===== config.mk =====
export PLATFORM = sky130hd
export DESIGN_NAME = muldiv_sequencer
export DESIGN_NICKNAME = d
export VERILOG_FILES = /design/src/rtl/muldiv_sequencer.sv
export SDC_FILE = /design/constraint.sdc
export NUM_CORES = 1
export LEC_CHECK = 0
export CORE_ASPECT_RATIO = 0.8
export CORE_MARGIN = 2
export CORE_UTILIZATION = 54
export DETAILED_ROUTE_END_ITERATION = 10
export DONT_BUFFER_PORTS = 1
export PLACE_DENSITY = 0.72
export SLEW_MARGIN = 20
export SYNTH_ARGS = -nofsm -noshare
export SYNTH_HDL_FRONTEND = slang
export SYNTH_SLANG_ARGS = --single-unit
export TNS_END_PERCENT = 100

===== constraint.sdc =====
create_clock -name clk -period 2.3 [get_ports clk]
set_input_delay 0.345 -clock clk [delete_from_list [all_inputs] [get_ports clk]]
set_output_delay 0.345 -clock clk [all_outputs]
set_load 0.005 [all_outputs]

===== src/rtl/muldiv_sequencer.sv =====
// Iterative RV32M multiply/divide sequencer: 1 prep cycle, 32 calc cycles, 1 fix cycle, then a done pulse.
// Build option: define DIV_EN to include the restoring divider; without it div/rem ops finish on time with result 0.
module muldiv_sequencer #(
    parameter int XLEN = 32
) (
    input  logic            clk,
    input  logic            rst,
    input  logic            start,
    input  logic [2:0]      op,
    input  logic [XLEN-1:0] rs1,
    input  logic [XLEN-1:0] rs2,
    input  logic            flush,
    output logic            busy,
    output logic            done,
    output logic [XLEN-1:0] result,
    output logic [2:0]      dbg_state
);
    localparam int CW = $clog2(XLEN) + 1;

    typedef enum logic [2:0] {
        S_IDLE = 3'd0,
        S_PREP = 3'd1,
        S_CALC = 3'd2,
        S_FIX  = 3'd3,
        S_DONE = 3'd4
    } state_t;

    state_t            state_q, state_d;
    logic [2:0]        op_q, op_d;
    logic [XLEN-1:0]   rs1_q, rs1_d;
    logic [XLEN-1:0]   rs2_q, rs2_d;
    logic [XLEN-1:0]   opnd_q, opnd_d;
    logic [XLEN-1:0]   result_q, result_d;
    logic [2*XLEN-1:0] acc_q, acc_d;
    logic [CW-1:0]     cnt_q, cnt_d;
    logic              sa_q, sa_d;
    logic              sb_q, sb_d;

    logic              is_div;
    logic              sa_w, sb_w;
    logic [XLEN-1:0]   abs1, abs2;
    logic [XLEN:0]     mul_sum;
    logic [2*XLEN-1:0] mul_step;
    logic [2*XLEN-1:0] iter_step;
    logic [2*XLEN-1:0] prod;
    logic [XLEN-1:0]   mul_res;
    logic [XLEN-1:0]   div_res;

    assign is_div = op_q[2];

    // Signed operands: MULH/DIV/REM treat both as signed, MULHSU only rs1.
    always_comb begin
        sa_w = rs1_q[XLEN-1] & ((op_q == 3'b001) | (op_q == 3'b010) |
                                (op_q == 3'b100) | (op_q == 3'b110));
        sb_w = rs2_q[XLEN-1] & ((op_q == 3'b001) | (op_q == 3'b100) | (op_q == 3'b110));
        abs1 = sa_w ? (~rs1_q + 1'b1) : rs1_q;
        abs2 = sb_w ? (~rs2_q + 1'b1) : rs2_q;
    end

    // Multiply: acc = {partial product, remaining multiplier bits}, shift right each step.
    always_comb begin
        mul_sum  = {1'b0, acc_q[2*XLEN-1:XLEN]} + {1'b0, opnd_q};
        mul_step = acc_q[0] ? {mul_sum, acc_q[XLEN-1:1]} : {1'b0, acc_q[2*XLEN-1:1]};
    end

`ifdef DIV_EN
    logic [XLEN:0]     div_trial;
    logic [2*XLEN-1:0] div_step;
    logic [XLEN-1:0]   quo, rem;

    // Divide: acc = {partial remainder, dividend bits / quotient bits}, shift left each step.
    always_comb begin
        div_trial = acc_q[2*XLEN-1:XLEN-1] - {1'b0, opnd_q};
        div_step  = div_trial[XLEN] ? {acc_q[2*XLEN-2:0], 1'b0}
                                    : {div_trial[XLEN-1:0], acc_q[XLEN-2:0], 1'b1};
        iter_step = is_div ? div_step : mul_step;
    end

    always_comb begin
        quo = acc_q[XLEN-1:0];
        rem = acc_q[2*XLEN-1:XLEN];
        if (rs2_q == '0) begin
            div_res = op_q[1] ? rs1_q : '1;
        end else if (op_q[1]) begin
            div_res = sa_q ? (~rem + 1'b1) : rem;
        end else begin
            div_res = (sa_q ^ sb_q) ? (~quo + 1'b1) : quo;
        end
    end
`else
    assign iter_step = mul_step;
    assign div_res   = '0;
`endif

    always_comb begin
        prod    = (sa_q ^ sb_q) ? (~acc_q + 1'b1) : acc_q;
        mul_res = (op_q[1:0] == 2'b00) ? prod[XLEN-1:0] : prod[2*XLEN-1:XLEN];
    end

    always_comb begin
        state_d  = state_q;
        op_d     = op_q;
        rs1_d    = rs1_q;
        rs2_d    = rs2_q;
        opnd_d   = opnd_q;
        acc_d    = acc_q;
        cnt_d    = cnt_q;
        sa_d     = sa_q;
        sb_d     = sb_q;
        result_d = result_q;
        if (flush) begin
            state_d = S_IDLE;
        end else begin
            case (state_q)
                S_IDLE, S_DONE: begin
                    state_d = S_IDLE;
                    if (start) begin
                        op_d    = op;
                        rs1_d   = rs1;
                        rs2_d   = rs2;
                        state_d = S_PREP;
                    end
                end
                S_PREP: begin
                    sa_d    = sa_w;
                    sb_d    = sb_w;
                    cnt_d   = '0;
                    acc_d   = {{XLEN{1'b0}}, (is_div ? abs1 : abs2)};
                    opnd_d  = is_div ? abs2 : abs1;
                    state_d = S_CALC;
                end
                S_CALC: begin
                    acc_d = iter_step;
                    if (cnt_q == CW'(XLEN - 1)) begin
                        state_d = S_FIX;
                    end else begin
                        cnt_d = cnt_q + 1'b1;
                    end
                end
                S_FIX: begin
                    result_d = is_div ? div_res : mul_res;
                    state_d  = S_DONE;
                end
                default: state_d = S_IDLE;
            endcase
        end
    end

    always_ff @(posedge clk) begin
        if (rst) begin
            state_q  <= S_IDLE;
            op_q     <= '0;
            rs1_q    <= '0;
            rs2_q    <= '0;
            opnd_q   <= '0;
            acc_q    <= '0;
            cnt_q    <= '0;
            sa_q     <= 1'b0;
            sb_q     <= 1'b0;
            result_q <= '0;
        end else begin
            state_q  <= state_d;
            op_q     <= op_d;
            rs1_q    <= rs1_d;
            rs2_q    <= rs2_d;
            opnd_q   <= opnd_d;
            acc_q    <= acc_d;
            cnt_q    <= cnt_d;
            sa_q     <= sa_d;
            sb_q     <= sb_d;
            result_q <= result_d;
        end
    end

    assign busy      = (state_q == S_PREP) | (state_q == S_CALC) | (state_q == S_FIX);
    assign done      = (state_q == S_DONE);
    assign result    = result_q;
    assign dbg_state = state_q;

endmodule


### Yosys cells after proc, flatten, opt, wreduce, memory -nomap -nowiden

Index checks and enable logic that the tools add are counted.

| word-level totals | value |
|---|---|
| register bits | 206 |
| output and inout bits | 37 |

| cells by class | value |
|---|---|
| add/subtract/negate cells | 5 |
| equality and inequality tests | 11 |
| mux-type cells | 14 |
| bitwise operators | 14 |
| reductions and logical operators | 10 |

Operators by type and width:

| kind | number |
|---|---|
| two-way mux 32 bit | 6 |
| two-way mux 64 bit | 2 |
| one-hot mux 64 bit (2 select lines) | 1 |
| adder 32 x 1 -> 32 bit (second input constant) | 2 |
| adder 64 x 1 -> 64 bit (second input constant) | 1 |
| NOT 32 bit | 2 |
| NOT 64 bit | 1 |
| adder 32 x 32 -> 33 bit | 1 |
| one-hot mux 3 bit (4 select lines) | 1 |
| one-hot mux 6 bit (2 select lines) | 1 |
| == test 3 x 2 -> 1 bit (second input constant) | 3 |
| == test 3 bit (second input constant) | 3 |
| bitwise OR 1 bit | 7 |
| adder 6 x 1 -> 6 bit (second input constant) | 1 |
| == test 3 x 1 -> 1 bit (second input constant) | 2 |
| == test 6 x 5 -> 1 bit (second input constant) | 1 |
| two-way mux 6 bit | 1 |
| AND reduction 2 bit | 3 |
| AND reduction 3 bit | 2 |
| inequality test 2 bit (second input constant) | 2 |
| OR reduction 2 bit | 2 |
| logical NOT 3 bit | 1 |
| two-way mux 3 bit | 1 |
| AND 1 bit | 2 |
| other kinds (5) | 5 |

### Depth between registers and ports, before layout

| logic depth | value |
|---|---|
| depth in word-level cells | 8 |
| mapped depth | 11 |

### Worst setup path before layout

OpenSTA, ideal clock, no wires.

| path | value |
|---|---|
| path type | register to register |
| from | register acc_q[32] |
| to | register acc_q[55] |
| setup time | 0.091 ns |
| arrival | 2.447 ns |
| slack | -0.238 ns |
| stages on the path, launching flop included | 12 |
| buffers on the path | 0 |
| cell sequence | dfxtp_1 > ha_1 > inv_1 > fa_1 > nand2b_1 > a21oi_1 > a2111oi_0 > nor3_1 > nand2b_1 > a31oi_1 > nand4_1 > a311oi_1 |

| on the way | value |
|---|---|
| longest elaborated chain between the ends | 3 |

Ends and longest elaborated chain:

| element | line | RTL |
|---|---|---|
| from (decl) | 34 | `logic [2*XLEN-1:0] acc_q, acc_d;` |
| from (signal assigned) | 156 | `acc_q <= '0;` |
| from (signal assigned) | 167 | `acc_q <= acc_d;` |
| adder 32 x 32 -> 33 bit | 62 | `mul_sum = {1'b0, acc_q[2*XLEN-1:XLEN]} + {1'b0, opnd_q};` |
| two-way mux 64 bit | 63 | `mul_step = acc_q[0] ? {mul_sum, acc_q[XLEN-1:1]} : {1'b0, acc_q[2*XLEN-1:1]};` |
| one-hot mux 64 bit (2 select lines) | 114 | `case (state_q)` |

Every way passes these cells.
A chain may end at the register's enable or synchronous reset.

### Final worst setup path

| path | value |
|---|---|
| from | register acc_q[0] |
| to | register result_q[2] (netlist: result[2]) |

| on the way | value |
|---|---|
| longest elaborated chain between the ends | 5 |

Ends and longest elaborated chain:

| element | line | RTL |
|---|---|---|
| NOT 64 bit | 96 | `prod = (sa_q ^ sb_q) ? (~acc_q + 1'b1) : acc_q;` |
| adder 64 x 1 -> 64 bit | 96 |  |
| two-way mux 64 bit | 96 |  |
| two-way mux 32 bit | 97 | `mul_res = (op_q[1:0] == 2'b00) ? prod[XLEN-1:0] : prod[2*XLEN-1:XLEN];` |
| two-way mux 32 bit | 141 | `result_d = is_div ? div_res : mul_res;` |
| to (signal assigned) | 171 | `result_q <= result_d;` |
| to (decl) | 33 | `logic [XLEN-1:0] result_q, result_d;` |

Every way passes these cells.

==> flow_summary.toml <==
[outcome]
outcome = "finished with violations"
violations = "hold timing, setup timing"

[power_and_ir_drop]
total_power_mw = 9.031
p_leak_nw = 6.892
vdd_drop_max_mv = 0.5334
power.density_mw_per_mm2 = 504.4

[drt]
drt-initial-drc-count = 1597
ant_nets = 0
via_per_inst = 6.267
num_vias = 13907
wl_um = 48350
wl_per_cell_um = 21.79
firstDrtPassIters = 6
drcViolationCount = 0

[cells_and_area]
fin_util_pct = 77.14
drive_above_1_share_pct = 33.30
final_cells = 2219
final_cell_mix = "295 x buf_4, 240 x nand2_1, 182 x dfxtp_1, 143 x a21oi_1, 127 x nor2_1"
seq_area_mm2 = 0.004164
area_growth_syn_to_layout_pct = 41.14
multi_input_area_mm2 = 0.009701
layout.nets = 1998
fill_cells = 1646
n_antenna_cell = 0
final_common_cell = "buf_4"

[logic_synthesis]
synth_top_area_share_pct = 32.51
ys_warn_count = 0
netlist_area_mm2 = 0.01268
synth_cell_types = 80
synthTopCellsByArea = "dfxtp_1 33%, nand2_1 7.3%, a21oi_1 6.7%, xnor2_1 5.2%, xor2_1 4.8%"
syn_nets = 1743
synth_ff_type = "dfxtp_1"
synthArstFlopShare_pct = 0
synth_top_area_cell = "dfxtp_1"
syn_inst = 1635
synth_edf_count = 0
ys_seq_area_share_pct = 32.51
synth-seq-cells = 206
avgSynthCellArea_um2 = 7.758

[timing]
whs_ns = -0.07940
slew_viol_final = 0
hold_viol_final = 78
setup_tns_ns = -11.42
tightest_slew_ns = 1.229
skew_ns = 0.01795
finalSetupViolations = 79
post-route-min-period_ns = 2.638
slew_headroom_pct = 17.68
max_freq_mhz = 379.0
fin_crit_sh_pct = 114.7
rsz0062_at_grt = "yes"
setup_slack_ns = -0.3383

[worst_setup_path]
cp.required_ns = 2.71
path_cells = "inv_2 > ha_4 > or3b_4 > or4_4 > buf_4 > buf_6 > nor2_4 > nand2_4 > o31ai_4 > xor2_1 > o21ai_1"
critPathTopFamily = "simple AND/OR/NAND/NOR gates"
path_buf_inv = 3
cp-end-kind = "register"
slowest_stage = "or4_4"
max_stage_delay_ns = 0.47
crit_arrival_ns = 3.05
cp_max_fo = 6
start_kind = "register"
criticalPathCategory = "register to register"
rrSetupSlack_ns = -0.34

[hold_path]
min_path_type = "input port to register"

[place]
port_buffers = 0
dp.cells = 2106
dp_hpwl_um = 32580
routabilityCongestion = 0.9649

[cts]
hold_buffers = 12
root_buffer = "clkbuf_16"
tritoncts = "done"
cts_sinks = 206
clk_latency_ns = 0.54
cts_buffers = 24
htree_levels = 1
clk_pin_slew_ns = 0.06
clockBufferDepth = 3

[floorplanning]
coreArea_mm2 = 0.02321
fp-row-count = 50
ios = 108
initial_utilization_pct = 54.65
die_area_mm2 = 0.02474
die_w_um = 175.4
die_h_um = 141.1

[global_routing]
grt_pass1_wl_um = 72260
grt_use_total_pct = 36.71
antenna_found_initial = 0
grt_max_degree = 172
grt_pass1_vias = 13129
grt_overflow = 0

[flow_run]
max_cap_viol_count = 0
==> cell families after synthesis <==
logic type / count (synthesis) / share of synthesized area, %
buffers and inverters: 140 / 4.301
flip-flops: 206 / 32.51
AO/OA/AOI/OAI: 538 / 27.75
AND/OR/NAND/NOR: 556 / 20.68
adder cells (fa/ha/maj): 37 / 3.709
XOR/XNOR: 144 / 9.943
multiplexers: 14 / 1.105
==> registers in the layout, indices dropped and copies added, names as in the netlist <==
name,count
sb_q,1
rs2_q,32
sa_q,1
opnd_q,32
dbg_state,3
cnt_q,6
acc_q,64
op_q,3
rs1_q,32
result,32
==> cells in the mapped netlist (20+ instances only) <==
cell	number
nand2_1	246
dfxtp_1	206
a21oi_1	171
nor2_1	143
clkbuf_1	103
o21ai_0	83
xnor2_1	75
xor2_1	69
a22oi_1	55
ha_1	36
nand3_1	29
nor3_1	24
inv_1	23
o22ai_1	23
o31ai_1	20
==> worst paths after layout <==
kind                            cells after the start        end      start
worst max-delay path                               11  result[2]   acc_q[0]
worst max register to register                     11  result[2]   acc_q[0]
worst min-delay path                                1  acc_q[21]        rst
worst min register to register                      2  result[5]  result[5]
==> power by group <==
part / switching, mW / leakage (nW) / internal, mW
clock network: 1.64 / 0.376 / 2.12
logic: 0.901 / 4.84 / 0.664
registers: 0.0723 / 1.68 / 3.63
total: 2.61 / 6.89 / 6.42
==> layer usage <==
metal,global-route usage (%),vias to the layer above,share of wire [%]
met1,49.82,6672,42
met4,14.52,0,4.9
met3,6.338,142,8.1
li1,-,6445,-
met5,0,-,0
met2,58.23,648,45
==> through the flow <==
| step | instance area (um^2) | setup WS, ns |
|---|---|---|
| 3_5_place_dp | 14780 | -0.4061 |
| 2_1_floorplan | 12700 | -0.1848 |
| 6_report | 17900 | -0.3383 |
| 5_1_grt | 17900 | -0.4450 |
| 3_3_place_gp | 14780 | -0.3755 |
| 4_1_cts | 16990 | -0.2050 |
==> area by class of cell <==
type	count	area share, %
Clock buffer	35	3.921
Clock inverter	8	0.3424
Inverter	23	0.4822
Multi-Input combinational cell	1290	54.18
Sequential cell	206	23.26
Tap cell	312	2.180
Timing Repair Buffer	345	15.63
==> timing repair <==
| item | 4_1_cts | 5_1_grt |
|---|---|---|
| endpoints found under the setup margin | 82 | 108 |
| endpoints found under the hold margin | 153 | 142 |
| setup buffers | 41 | 31 |
| gates cloned | 1 | 0 |
| gates resized for setup | 229 | 157 |
| pin swaps | 94 | 124 |
No activity file was read; power rests on OpenSTA's default activity.
